File: config.mk
export PLATFORM = sky130hd
export DESIGN_NAME = core_output_scheduler_flat
export DESIGN_NICKNAME = d
export VERILOG_FILES = /design/src/rtl/core_output_scheduler_if.sv /design/src/rtl/core_output_scheduler.sv /design/src/flat_wrapper.sv
export SDC_FILE = /design/constraint.sdc
export NUM_CORES = 1
export LEC_CHECK = 0
export CORE_MARGIN = 2
export CORE_UTILIZATION = 28
export DETAILED_ROUTE_END_ITERATION = 10
export GPL_TIMING_DRIVEN = 0
export SLEW_MARGIN = 20
export SYNTH_ARGS = -nofsm -noshare
export SYNTH_HDL_FRONTEND = slang
export SYNTH_SLANG_ARGS = --single-unit
export TNS_END_PERCENT = 5
File: constraint.sdc
create_clock -name clk -period 4.6 [get_ports clk]
set_clock_uncertainty 0.05 [all_clocks]
set_input_delay 0.46 -clock clk [delete_from_list [all_inputs] [get_ports clk]]
set_output_delay 0.46 -clock clk [all_outputs]
set_load 0.1 [all_outputs]
File: src/rtl/core_output_scheduler_if.sv
// Core-result bus and chunk output stream of core_output_scheduler.
// master = scheduler side, slave = cores plus downstream consumer.
interface core_output_scheduler_if #(
    parameter int NUM_CORES  = 4,
    parameter int CHUNK_SIZE = 4,
    parameter int WIDTH      = 16
);
    localparam int CW = WIDTH * CHUNK_SIZE;
    localparam int IW = $clog2(NUM_CORES);

    logic [NUM_CORES-1:0]    core_valid;
    logic [CW*NUM_CORES-1:0] in;
    logic                    core_ack;
    logic [CW-1:0]           out_data;
    logic                    out_valid;
    logic                    out_ready;
    logic [IW-1:0]           out_core_idx;
    logic                    out_last;

    modport master (
        input  core_valid, in, out_ready,
        output core_ack, out_data, out_valid, out_core_idx, out_last
    );

    modport slave (
        output core_valid, in, out_ready,
        input  core_ack, out_data, out_valid, out_core_idx, out_last
    );
endinterface

File: src/rtl/core_output_scheduler.sv
// Captures the full multi-core result bus once all cores are valid, then drains it chunk by chunk.
// Optional overrun detection (err port) is built when SCHED_OVR_CHECK_EN is defined.
module core_output_scheduler #(
    parameter int NUM_CORES  = 4,
    parameter int CHUNK_SIZE = 4,
    parameter int WIDTH      = 16,
    parameter int NUM_TILES  = 8
) (
    input  logic                          clk,
    input  logic                          rst_n,
    input  logic                          start,
    core_output_scheduler_if.master       bus,
    output logic                          busy,
    output logic                          done,
`ifdef SCHED_OVR_CHECK_EN
    output logic                          err,
`endif
    output logic [1:0]                    dbg_state
);
    localparam int CW = WIDTH * CHUNK_SIZE;
    localparam int IW = $clog2(NUM_CORES);
    localparam int TW = $clog2(NUM_TILES) + 1;
    localparam logic [IW-1:0] LAST_IDX  = IW'(NUM_CORES - 1);
    localparam logic [TW-1:0] LAST_TILE = TW'(NUM_TILES - 1);

    typedef enum logic [1:0] {
        S_IDLE  = 2'd0,
        S_WAIT  = 2'd1,
        S_DRAIN = 2'd2,
        S_DONE  = 2'd3
    } state_t;

    // Output handshake: a chunk moves on any rising clk edge where out_valid and out_ready
    // are both high; out_valid stays high and out_data/out_core_idx/out_last hold until then.

    state_t                        r_state;
    state_t                        w_state_nxt;
    logic [IW-1:0]                 r_idx;
    logic [IW-1:0]                 w_idx_nxt;
    logic [TW-1:0]                 r_tile_cnt;
    logic [TW-1:0]                 w_tile_nxt;
    logic [NUM_CORES-1:0][CW-1:0]  r_cap;
    logic                          r_ack;
    logic                          w_capture;
    logic                          w_hs;

    always_ff @(posedge clk or negedge rst_n) begin
        if (!rst_n) begin
            r_state <= S_IDLE;
        end else begin
            r_state <= w_state_nxt;
        end
    end

    always_comb begin
        w_state_nxt = r_state;
        w_idx_nxt   = r_idx;
        w_tile_nxt  = r_tile_cnt;
        w_capture   = 1'b0;
        w_hs        = (r_state == S_DRAIN) && bus.out_ready;
        case (r_state)
            S_IDLE: begin
                w_idx_nxt  = '0;
                w_tile_nxt = '0;
                if (start) begin
                    w_state_nxt = S_WAIT;
                end
            end
            S_WAIT: begin
                // Only a complete set of core results is captured; partial sets keep waiting.
                if (&bus.core_valid) begin
                    w_capture   = 1'b1;
                    w_idx_nxt   = '0;
                    w_state_nxt = S_DRAIN;
                end
            end
            S_DRAIN: begin
                if (w_hs) begin
                    if (r_idx != LAST_IDX) begin
                        w_idx_nxt = r_idx + 1'b1;
                    end else if (r_tile_cnt != LAST_TILE) begin
                        w_tile_nxt  = r_tile_cnt + 1'b1;
                        w_state_nxt = S_WAIT;
                    end else begin
                        w_state_nxt = S_DONE;
                    end
                end
            end
            S_DONE: begin
                w_state_nxt = S_IDLE;
            end
            default: begin
                w_state_nxt = S_IDLE;
            end
        endcase
    end

    always_ff @(posedge clk or negedge rst_n) begin
        if (!rst_n) begin
            r_idx      <= '0;
            r_tile_cnt <= '0;
            r_ack      <= 1'b0;
            r_cap      <= '0;
        end else begin
            r_idx      <= w_idx_nxt;
            r_tile_cnt <= w_tile_nxt;
            r_ack      <= w_capture;
            if (w_capture) begin
                r_cap <= bus.in;
            end
        end
    end

    // Outputs are gated by state so reset (and IDLE/WAIT) presents an all-zero stream.
    always_comb begin
        bus.core_ack     = r_ack;
        bus.out_valid    = (r_state == S_DRAIN);
        bus.out_data     = '0;
        bus.out_core_idx = '0;
        bus.out_last     = 1'b0;
        if (r_state == S_DRAIN) begin
            bus.out_data     = r_cap[r_idx];
            bus.out_core_idx = r_idx;
            bus.out_last     = (r_idx == LAST_IDX) && (r_tile_cnt == LAST_TILE);
        end
    end

    assign busy      = (r_state != S_IDLE);
    assign done      = (r_state == S_DONE);
    assign dbg_state = r_state;

`ifdef SCHED_OVR_CHECK_EN
    logic [NUM_CORES-1:0] r_cv_prev;
    logic                 r_err;

    // A core raising valid while its previous result is still draining would be overwritten later.
    always_ff @(posedge clk or negedge rst_n) begin
        if (!rst_n) begin
            r_cv_prev <= '0;
            r_err     <= 1'b0;
        end else begin
            r_cv_prev <= bus.core_valid;
            if ((r_state == S_DRAIN) && (|(bus.core_valid & ~r_cv_prev))) begin
                r_err <= 1'b1;
            end
        end
    end

    assign err = r_err;
`endif
endmodule

File: src/flat_wrapper.sv
// flat-port wrapper written by rule: the top's interface ports become plain ports
module core_output_scheduler_flat 
#(
    parameter int NUM_CORES  = 4,
    parameter int CHUNK_SIZE = 4,
    parameter int WIDTH      = 16,
    parameter int NUM_TILES  = 8
)
  (clk, rst_n, start, busy, done, dbg_state, bus_core_valid, bus_in, bus_out_ready, bus_core_ack, bus_out_data, bus_out_valid, bus_out_core_idx, bus_out_last);
  core_output_scheduler_if #(.NUM_CORES(NUM_CORES), .CHUNK_SIZE(CHUNK_SIZE), .WIDTH(WIDTH)) bus_i ();
  input  logic clk;
  input  logic rst_n;
  input  logic start;
  output logic busy;
  output logic done;
  output logic [1:0] dbg_state;
  input wire logic [$bits(bus_i.core_valid)-1:0] bus_core_valid;
  input wire logic [$bits(bus_i.in)-1:0] bus_in;
  input wire logic [$bits(bus_i.out_ready)-1:0] bus_out_ready;
  output wire logic [$bits(bus_i.core_ack)-1:0] bus_core_ack;
  output wire logic [$bits(bus_i.out_data)-1:0] bus_out_data;
  output wire logic [$bits(bus_i.out_valid)-1:0] bus_out_valid;
  output wire logic [$bits(bus_i.out_core_idx)-1:0] bus_out_core_idx;
  output wire logic [$bits(bus_i.out_last)-1:0] bus_out_last;
  assign bus_i.core_valid = bus_core_valid;
  assign bus_i.in = bus_in;
  assign bus_i.out_ready = bus_out_ready;
  assign bus_core_ack = bus_i.core_ack;
  assign bus_out_data = bus_i.out_data;
  assign bus_out_valid = bus_i.out_valid;
  assign bus_out_core_idx = bus_i.out_core_idx;
  assign bus_out_last = bus_i.out_last;
  core_output_scheduler #(.NUM_CORES(NUM_CORES), .CHUNK_SIZE(CHUNK_SIZE), .WIDTH(WIDTH), .NUM_TILES(NUM_TILES)) u_core (.clk(clk), .rst_n(rst_n), .start(start), .bus(bus_i), .busy(busy), .done(done), .dbg_state(dbg_state));
endmodule
==> results.json, run 1 <==
{
  "status": "complete, no violations",
  "worstMarginPinSlew_ps": 1070,
  "clk_pin_slew_ps": 60,
  "die-height_um": 211,
  "overflow": 0,
  "routabilityCongestion": 0.749,
  "drt_iter0_markers": 286,
  "worstPathCellList": "nand2b_1 -> inv_1 -> clkbuf_1 -> clkbuf_1 -> and2_1 -> clkdlybuf4s50_1",
  "clockRootBuffer": "clkbuf_16",
  "yosysTopAreaCellShare_pct": 55.1,
  "min_period_ps": 4310,
  "antenna_found_initial": 8,
  "yosys_warnings": 0,
  "final_cell_mix": "331 x clkdlybuf4s50_1, 265 x dfrtp_1, 227 x mux2_2, 67 x and2_1, 64 x mux4_2",
  "vias": 7761,
  "grt_pass1_wl_mm": 54.8,
  "nets": 1386,
  "grt_pass1_vias": 8759,
  "htreeDepth": 2,
  "p_per_area_nw_per_um2": 635,
  "synth-seq-cells": 265,
  "hold_violations": 0,
  "ir_drop_mv": 0.314,
  "wl_mm": 36.6,
  "drv_slew": 0,
  "maxCapViolCount": 0,
  "drtPass1Iterations": 4,
  "required_ps": 4090,
  "fmax_mhz": 232,
  "cts_buffers": 34,
  "vias_per_cell": 4.61,
  "wl_per_cell_um": 21.7,
  "syn_nets": 1010,
  "fillCellCount": 3947,
  "cpPeakStageDelay_ps": 1140,
  "port_buffers": 336,
  "cts.sinks": 265,
  "crit_arrival_ps": 3800,
  "yosysUniqueCellTypes": 36,
  "power.total_mw": 11.0,
  "setup_viol": 0,
  "synthCells": 744,
  "layout-drive-gt1-share_pct": 34.4,
  "start_util_pct": 28.5,
  "rsz0062_at_grt": "false",
  "critPathMaxFanout": 10,
  "finalCritPeriodShare_pct": 93.6,
  "die_width_um": 211,
  "synth_top_area_cell": "dfrtp_1",
  "antenna_left": 0,
  "cts_tree": "done",
  "clk_latency_ps": 520,
  "dp.final_hpwl_mm": 26.3,
  "area_delta_synth_final_pct": 44.3,
  "crit_path_frequent_cell": "clkbuf_1",
  "syn_area_um2": 12000,
  "grt_max_degree": 80,
  "critPathBufInv": 4,
  "crit_path_end_kind": "output pin",
  "grtUsageTotal_pct": 16.6,
  "syn_area_per_cell_um2": 16.2,
  "num_rows": 75,
  "leakage_nw": 7.31,
  "final_common_cell": "clkdlybuf4s50_1",
  "hp-class": "in2async",
  "cts_setup_buffers": 0,
  "seq_area_frac_synth_pct": 55.1,
  "dieArea_um2": 44600,
  "start_kind": "register",
  "remaining_drc_errors": 0,
  "post-place-ws_ps": 626,
  "crit_family": "buffers and inverters",
  "clk_path_buf_depth": 3,
  "whs_ps": 371,
  "coreArea_um2": 42200,
  "worst_slack_ps": 292,
  "slew_headroom_pct": 28.5,
  "io_pins": 337,
  "synth.area.top_cells": "dfrtp_1 55%, mux2_2 21%, mux4_2 12%",
  "crit_type": "reg2out",
  "worst_path_max_delay_cell": "clkdlybuf4s50_1"
}
-- path summary, 6_finish.rpt --
check,start,endpoint,slack [ps],cells past startpoint
worst max register to register,u_core.dbg_state[1]$_DFFE_PN0P_,u_core.r_cap[182]$_DFFE_PN0P_,2590,5
worst min-delay path,rst_n,u_core.r_cap[47]$_DFFE_PN0P_,370,2
max in group asynchronous,rst_n,u_core.r_cap[14]$_DFFE_PN0P_,2960,4
min in group clk,u_core.r_cap[61]$_DFFE_PN0P_,u_core.r_cap[61]$_DFFE_PN0P_,430,1
worst min register to register,u_core.r_cap[61]$_DFFE_PN0P_,u_core.r_cap[61]$_DFFE_PN0P_,430,1
worst max-delay path,u_core.dbg_state[0]$_DFFE_PN0P_,bus_out_data[11],290,6
-- sequential cells by signal, indices dropped and copies added, names as in the netlist --
signal,flops
u_core.r_tile_cnt,4
u_core.bus.core_ack,1
u_core.r_idx,2
u_core.r_cap,256
u_core.dbg_state,2
-- cell type report --
type / count / area (um2) / area share, %
inverter: 1 / 3.75 / 0.0216
sequential: 265 / 6630 / 38.2
multi-input combinational: 426 / 5020 / 28.9
tap: 539 / 674 / 3.88
clock inverter: 11 / 161 / 0.930
timing repair buffer: 340 / 3470 / 20.0
buffer: 52 / 380 / 2.19
antenna: 6 / 15.0 / 0.0865
clock buffer: 45 / 1010 / 5.79
-- report_power, final --
| group | switching [mW] | total [mW] | internal, mW |
|---|---|---|---|
| clock network | 1.02 | 2.77 | 1.75 |
| logic | 2.26 | 4.33 | 2.06 |
| registers | 0.535 | 3.93 | 3.39 |
| total | 3.82 | 11.0 | 7.21 |
-- cell families (layout without fill, tap and decap cells) --
kind of cell             after synthesis  count (layout)  synth area share, %
AO/OA/AOI/OAI                         13              13                0.832
XOR/XNOR                               1               1               0.0728
adder cells (fa/ha/maj)                2               2                0.208
buffers and inverters                 53             449                 3.19
flip-flops                           265             265                 55.1
multiplexers                         321             321                 36.0
other                                  0               6                    0
AND/OR/NAND/NOR                       89              89                 4.55
-- layer usage --
metal | share of wire, % | wire [um] | vias up | global-route usage, %
li1 | - | - | 3494 | -
met1 | 42 | 15400 | 3975 | 20.6
met2 | 48 | 17400 | 245 | 27.4
met3 | 8.5 | 3120 | 43 | 5.93
met4 | 1.7 | 621 | 4 | 4.47
met5 | 0.068 | 25 | - | 0
-- cells in the mapped netlist --
| cell type | number |
|---|---|
| o211ai_1 | 2 |
| nor3b_1 | 2 |
| a21oi_1 | 2 |
| mux4_2 | 64 |
| and3b_1 | 1 |
| xor2_1 | 1 |
| and2_1 | 67 |
| o211a_1 | 1 |
| nand3_1 | 4 |
| buf_2 | 7 |
| buf_4 | 29 |
| nor4_1 | 1 |
| o21ai_0 | 1 |
| buf_6 | 1 |
| inv_1 | 1 |
| o21a_1 | 1 |
| dfrtp_1 | 265 |
| o22a_1 | 1 |
| mux2_1 | 30 |
| nor2b_1 | 1 |
| buf_8 | 1 |
| mux2_2 | 227 |
| o311ai_0 | 1 |
| nor2_2 | 1 |
| a22o_1 | 2 |
| clkbuf_1 | 8 |
| and3_1 | 1 |
| nand2b_1 | 3 |
| buf_1 | 3 |
| buf_12 | 3 |
| or4_1 | 1 |
| ha_1 | 2 |
| or2_2 | 2 |
| nand4_1 | 1 |
| nand2_1 | 4 |
| a211o_1 | 2 |
-- repair_timing --
action / in CTS / in global routing
hold buffers: 1 / 0
gates resized for setup: 0 / 4
endpoints found under the hold margin: 51 / 0
endpoints found under the setup margin: 0 / 4
-- per-stage QoR --
step,instances,utilization [%],area [um2],TNS [ps]
floorplan,744,-,12000,0
global placement,1619,38.1,16100,-2443930
detailed placement,1622,38.3,16200,0
CTS,1679,41.1,17300,0
global route,1679,41.1,17300,0
finish,1685,41.1,17400,0
Power figures use the tool's default switching activity.
==> run 2: changes to the inputs <==
--- a/config.mk
+++ b/config.mk
@@ -9,6 +9,8 @@
 export CORE_UTILIZATION = 28
 export DETAILED_ROUTE_END_ITERATION = 10
 export GPL_TIMING_DRIVEN = 0
+export SKIP_CTS_REPAIR_TIMING = 1
+export SKIP_LAST_GASP = 1
 export SLEW_MARGIN = 20
 export SYNTH_ARGS = -nofsm -noshare
 export SYNTH_HDL_FRONTEND = slang
==> run 2 against run 1 <==
Sequential share of layout area about the same. Register-to-register slack about the same. Sequential cell count is the same. Final cell count unchanged. Global-route usage did not move. Worst setup slack lost 16 ps. Count of clock-buffer cells in the layout did not move. Clock power about the same. Non-clock buffer count is the same. Power about the same. Critical path type unchanged. Largest cell class unchanged.
==> results.json, run 2 (synthesized netlist as in run 1, its figures left out) <==
{
  "status": "complete, no violations",
  "remaining_drc_errors": 0,
  "grt_max_degree": 80,
  "antenna_found_initial": 8,
  "placed_area_um2": 16200,
  "crit_arrival_ps": 3810,
  "drtPass1Iterations": 4,
  "coreArea_um2": 42200,
  "reg_top3": "u_core.r_cap (256), u_core.r_tile_cnt (4)",
  "final_cell_mix": "334 x clkdlybuf4s50_1, 265 x dfrtp_1, 227 x mux2_2, 67 x and2_1, 64 x mux4_2",
  "grt_pass1_wl_mm": 54.8,
  "crit_type": "reg2out",
  "clk_pin_slew_ps": 60,
  "grt_pass1_vias": 8759,
  "nets": 1386,
  "vias_per_cell": 4.61,
  "io_pins": 337,
  "die-height_um": 211,
  "critPathMaxFanout": 10,
  "cts.sinks": 265,
  "maxCapViolCount": 0,
  "clk_latency_ps": 520,
  "rsz0062_at_grt": "true",
  "dp.cells": 1622,
  "overflow": 0,
  "area_delta_synth_final_pct": 44.2,
  "hp-class": "in2async",
  "tns_ps": 0,
  "dp.final_hpwl_mm": 26.3,
  "leakage_nw": 7.25,
  "routabilityCongestion": 0.749,
  "crit_path_frequent_cell": "clkbuf_1",
  "num_rows": 75,
  "ir_drop_mv": 0.314,
  "wl_mm": 36.6,
  "dieArea_um2": 44600,
  "largest_reg_flops": 256,
  "clk_path_buf_depth": 3,
  "start_util_pct": 28.5,
  "reg2reg_slack_ps": 2590,
  "htreeDepth": 2,
  "grtUsageTotal_pct": 16.6,
  "top_register": "u_core.r_cap",
  "hold_violations": 0,
  "p_per_area_nw_per_um2": 636,
  "wl_per_cell_um": 21.7,
  "reg2regPathDepth": 5,
  "min_period_ps": 4320,
  "crit_path_end_kind": "output pin",
  "setup_viol": 0,
  "worstPathCellList": "nand2b_1 -> inv_1 -> clkbuf_1 -> clkbuf_1 -> and2_1 -> clkdlybuf4s50_1",
  "stdcell_area_um2": 17400,
  "r2r-start": "u_core.dbg_state[1]$_DFFE_PN0P_",
  "worst_path_max_delay_cell": "clkdlybuf4s50_1",
  "cts_buffers": 34,
  "drt_iter0_markers": 287,
  "vias": 7762,
  "clockRootBuffer": "clkbuf_16",
  "worstMarginPinSlew_ps": 1070,
  "start_kind": "register",
  "power.total_mw": 11.0,
  "cpPeakStageDelay_ps": 1160,
  "layout.cells.non_filler": 1685,
  "layout-drive-gt1-share_pct": 34.4,
  "slew_headroom_pct": 28.5,
  "antenna_left": 0,
  "rr_endpoint": "u_core.r_cap[182]$_DFFE_PN0P_",
  "drv_slew": 0,
  "cts_tree": "done",
  "fmax_mhz": 231,
  "final_common_cell": "clkdlybuf4s50_1",
  "die_width_um": 211,
  "finalCritPeriodShare_pct": 94.0,
  "port_buffers": 336,
  "required_ps": 4090
}
run 2: layout make-up:
class                   instances  area [um2]
clock buffers                  45        1010
clock inverters                11         161
inverters                       1        3.75
fillers                      3948       24900
well taps                     539         674
multi-input cells             426        5020
flip-flops and latches        265        6630
diodes                          6        15.0
plain buffers                  52         380
repair buffers                340        3460
run 2: stage by stage:
step	hold WS, ps	util (%)	setup slack (ps)
2_1_floorplan	114	-	967
3_3_place_gp	413	38.1	-9260
3_5_place_dp	353	38.3	626
4_1_cts	-231	41.0	85.9
5_1_grt	387	41.1	-14.1
6_report	371	41.1	276
run 2: how the worst max path moves through the flow:
stage	start	endpoint	slack, ps	cells past startpoint
global placement	rst_n	u_core.r_cap[140]$_DFFE_PN0P_	-9260	1
floorplan	u_core.dbg_state[1]$_DFFE_PN0P_	bus_out_data[16]	970	4
global route	u_core.dbg_state[0]$_DFFE_PN0P_	bus_out_data[14]	-10	6
detailed placement	u_core.dbg_state[0]$_DFFE_PN0P_	bus_out_data[8]	630	6
CTS	u_core.dbg_state[0]$_DFFE_PN0P_	bus_out_data[8]	90	6
finish	u_core.dbg_state[0]$_DFFE_PN0P_	bus_out_data[8]	280	6
run 2: report_power, final:
part	switching [mW]	internal (mW)	total, mW	leakage (nW)
Sequential	0.535	3.39	3.93	3.32
Combinational	2.26	2.06	4.33	3.35
Clock	1.02	1.75	2.78	0.576
Total	3.82	7.21	11.0	7.25
run 2: metal layers:
layer	track usage [%]	part of all wire [%]	wire length [um]
met5	0	0.068	25
met4	4.47	1.7	621
met3	5.93	8.5	3120
met2	27.4	48	17400
met1	20.6	42	15400
run 2: critical path, delay by kind of cell (launching register included):
kind | cells | cell delay [ps]
buf+inv | 4 | 2470
flops | 1 | 400
simple gates | 2 | 410
==> run 3: changes to the inputs <==
--- a/config.mk
+++ b/config.mk
@@ -5,6 +5,7 @@
 export SDC_FILE = /design/constraint.sdc
 export NUM_CORES = 1
 export LEC_CHECK = 0
+export CORE_ASPECT_RATIO = 1.5
 export CORE_MARGIN = 2
 export CORE_UTILIZATION = 28
 export DETAILED_ROUTE_END_ITERATION = 10
==> run 3 against run 2 <==
Register-to-register slack worse by 30 ps. Count of clock-buffer cells in the layout down 3. Final cell count up 1.5%. Hold slack worse by 81 ps. Largest power group unchanged. Combinational power about the same. Utilization down 0.73 points. Die area about the same. Non-clock buffer count unchanged. Fmax up 1.2%. Worst setup slack better by 52 ps. Critical path depth unchanged. Largest cell class unchanged.
==> results.json, run 3 (synthesized netlist as in run 1, its figures left out) <==
{
  "status": "complete, no violations",
  "die_width_um": 173,
  "min_period_ps": 4270,
  "crit_path_end_kind": "output pin",
  "port_buffers": 336,
  "layout-drive-gt1-share_pct": 34.0,
  "crit_arrival_ps": 3760,
  "largest_reg_flops": 256,
  "layout.cells.non_filler": 1711,
  "start_kind": "register",
  "cts_tree": "done",
  "hold_violations": 0,
  "post-place-ws_ps": 786,
  "cts_buffers": 28,
  "setup_viol": 0,
  "p_per_area_nw_per_um2": 622,
  "die-height_um": 258,
  "maxCapViolCount": 0,
  "dieArea_um2": 44700,
  "cts.sinks": 265,
  "clk_pin_slew_ps": 60,
  "worstMarginPinSlew_ps": 1060,
  "clockRootBuffer": "clkbuf_16",
  "rr_endpoint": "u_core.r_cap[164]$_DFFE_PN0P_",
  "critPathMaxFanout": 10,
  "fillCellCount": 4051,
  "antenna_found_initial": 9,
  "drtPass1Iterations": 4,
  "utilization_pct": 40.4,
  "remaining_drc_errors": 0,
  "drv_slew": 0,
  "routabilityCongestion": 0.776,
  "coreArea_um2": 42700,
  "worst_slack_ps": 328,
  "required_ps": 4090,
  "wl_mm": 37.0,
  "reg2regPathDepth": 5,
  "overflow": 0,
  "fmax_mhz": 234,
  "ir_drop_mv": 0.315,
  "placed_area_um2": 16200,
  "dp.final_hpwl_mm": 27.2,
  "start_util_pct": 28.2,
  "top_register": "u_core.r_cap",
  "final_common_cell": "clkdlybuf4s50_1",
  "io_pins": 337,
  "drt_iter0_markers": 201,
  "final_cell_mix": "335 x clkdlybuf4s50_1, 265 x dfrtp_1, 227 x mux2_2, 67 x and2_1, 64 x mux4_2",
  "clk_latency_ps": 540,
  "stdcell_area_um2": 17200,
  "area_delta_synth_final_pct": 43.3,
  "finalCritPeriodShare_pct": 92.9,
  "wl_per_cell_um": 21.6,
  "rsz0062_at_grt": "false",
  "hp-class": "in2async",
  "slew_headroom_pct": 29.0,
  "vias": 7874,
  "htreeDepth": 1,
  "reg_top3": "u_core.r_cap (256), u_core.r_tile_cnt (4)",
  "crit_type": "reg2out",
  "grtUsageTotal_pct": 16.5,
  "power.total_mw": 10.7,
  "num_rows": 93,
  "grt_pass1_wl_mm": 55.6,
  "clk_path_buf_depth": 3,
  "r2r-start": "u_core.dbg_state[1]$_DFFE_PN0P_",
  "antenna_left": 0,
  "vias_per_cell": 4.60,
  "nets": 1380,
  "dp.cells": 1653,
  "reg2reg_slack_ps": 2560,
  "grt_max_degree": 89,
  "grt_pass1_vias": 8790,
  "leakage_nw": 7.16
}
run 3: area by class of cell:
cell class / instances / area, um2 / area share [%]
flip-flops and latches: 265 / 6630 / 38.5
multi-input cells: 426 / 5020 / 29.1
repair buffers: 340 / 3460 / 20.1
clock buffers: 42 / 865 / 5.02
well taps: 570 / 713 / 4.14
plain buffers: 52 / 380 / 2.21
clock inverters: 9 / 151 / 0.878
diodes: 6 / 15.0 / 0.0871
inverters: 1 / 3.75 / 0.0218
run 3: metrics by stage:
step                      hold slack (ps)  setup TNS [ps]
after floorplan                       114               0
after global placement                414        -2366870
after detailed placement              253               0
after CTS                            -342               0
after global routing                  289               0
final                                 290               0
run 3: worst max path at each step:
| stage | endpoint | startpoint | cells past startpoint | slack [ps] |
|---|---|---|---|---|
| 2_1_floorplan | bus_out_data[16] | u_core.dbg_state[1]$_DFFE_PN0P_ | 4 | 970 |
| 3_3_place_gp | u_core.r_cap[57]$_DFFE_PN0P_ | rst_n | 1 | -8960 |
| 3_5_place_dp | bus_out_data[7] | u_core.dbg_state[0]$_DFFE_PN0P_ | 6 | 790 |
| 4_1_cts | bus_out_data[7] | u_core.dbg_state[0]$_DFFE_PN0P_ | 6 | 180 |
| 5_1_grt | bus_out_data[9] | u_core.dbg_state[0]$_DFFE_PN0P_ | 6 | 110 |
| 6_report | bus_out_data[10] | u_core.dbg_state[0]$_DFFE_PN0P_ | 6 | 330 |
run 3: worst max-delay path, stage by stage (launching register included):
cell             delay, ps
dfrtp_1                400
nand2b_1               200
inv_1                  270
clkbuf_1               500
clkbuf_1               460
and2_1                 200
clkdlybuf4s50_1       1180
run 3: per-layer routing:
metal  part of all wire [%]  track usage (%)  wire length [um]
met5                  0.073                0                27
met4                    2.5             5.46               920
met3                    5.5             3.83              2040
met2                     55             31.1             20300
met1                     37             18.3             13700
run 3: report_power, final:
| part | leakage [nW] | switching [mW] | internal [mW] |
|---|---|---|---|
| Clock | 0.500 | 0.949 | 1.52 |
| Sequential | 3.32 | 0.523 | 3.39 |
| Combinational | 3.34 | 2.28 | 2.06 |
| Total | 7.16 | 3.75 | 6.97 |
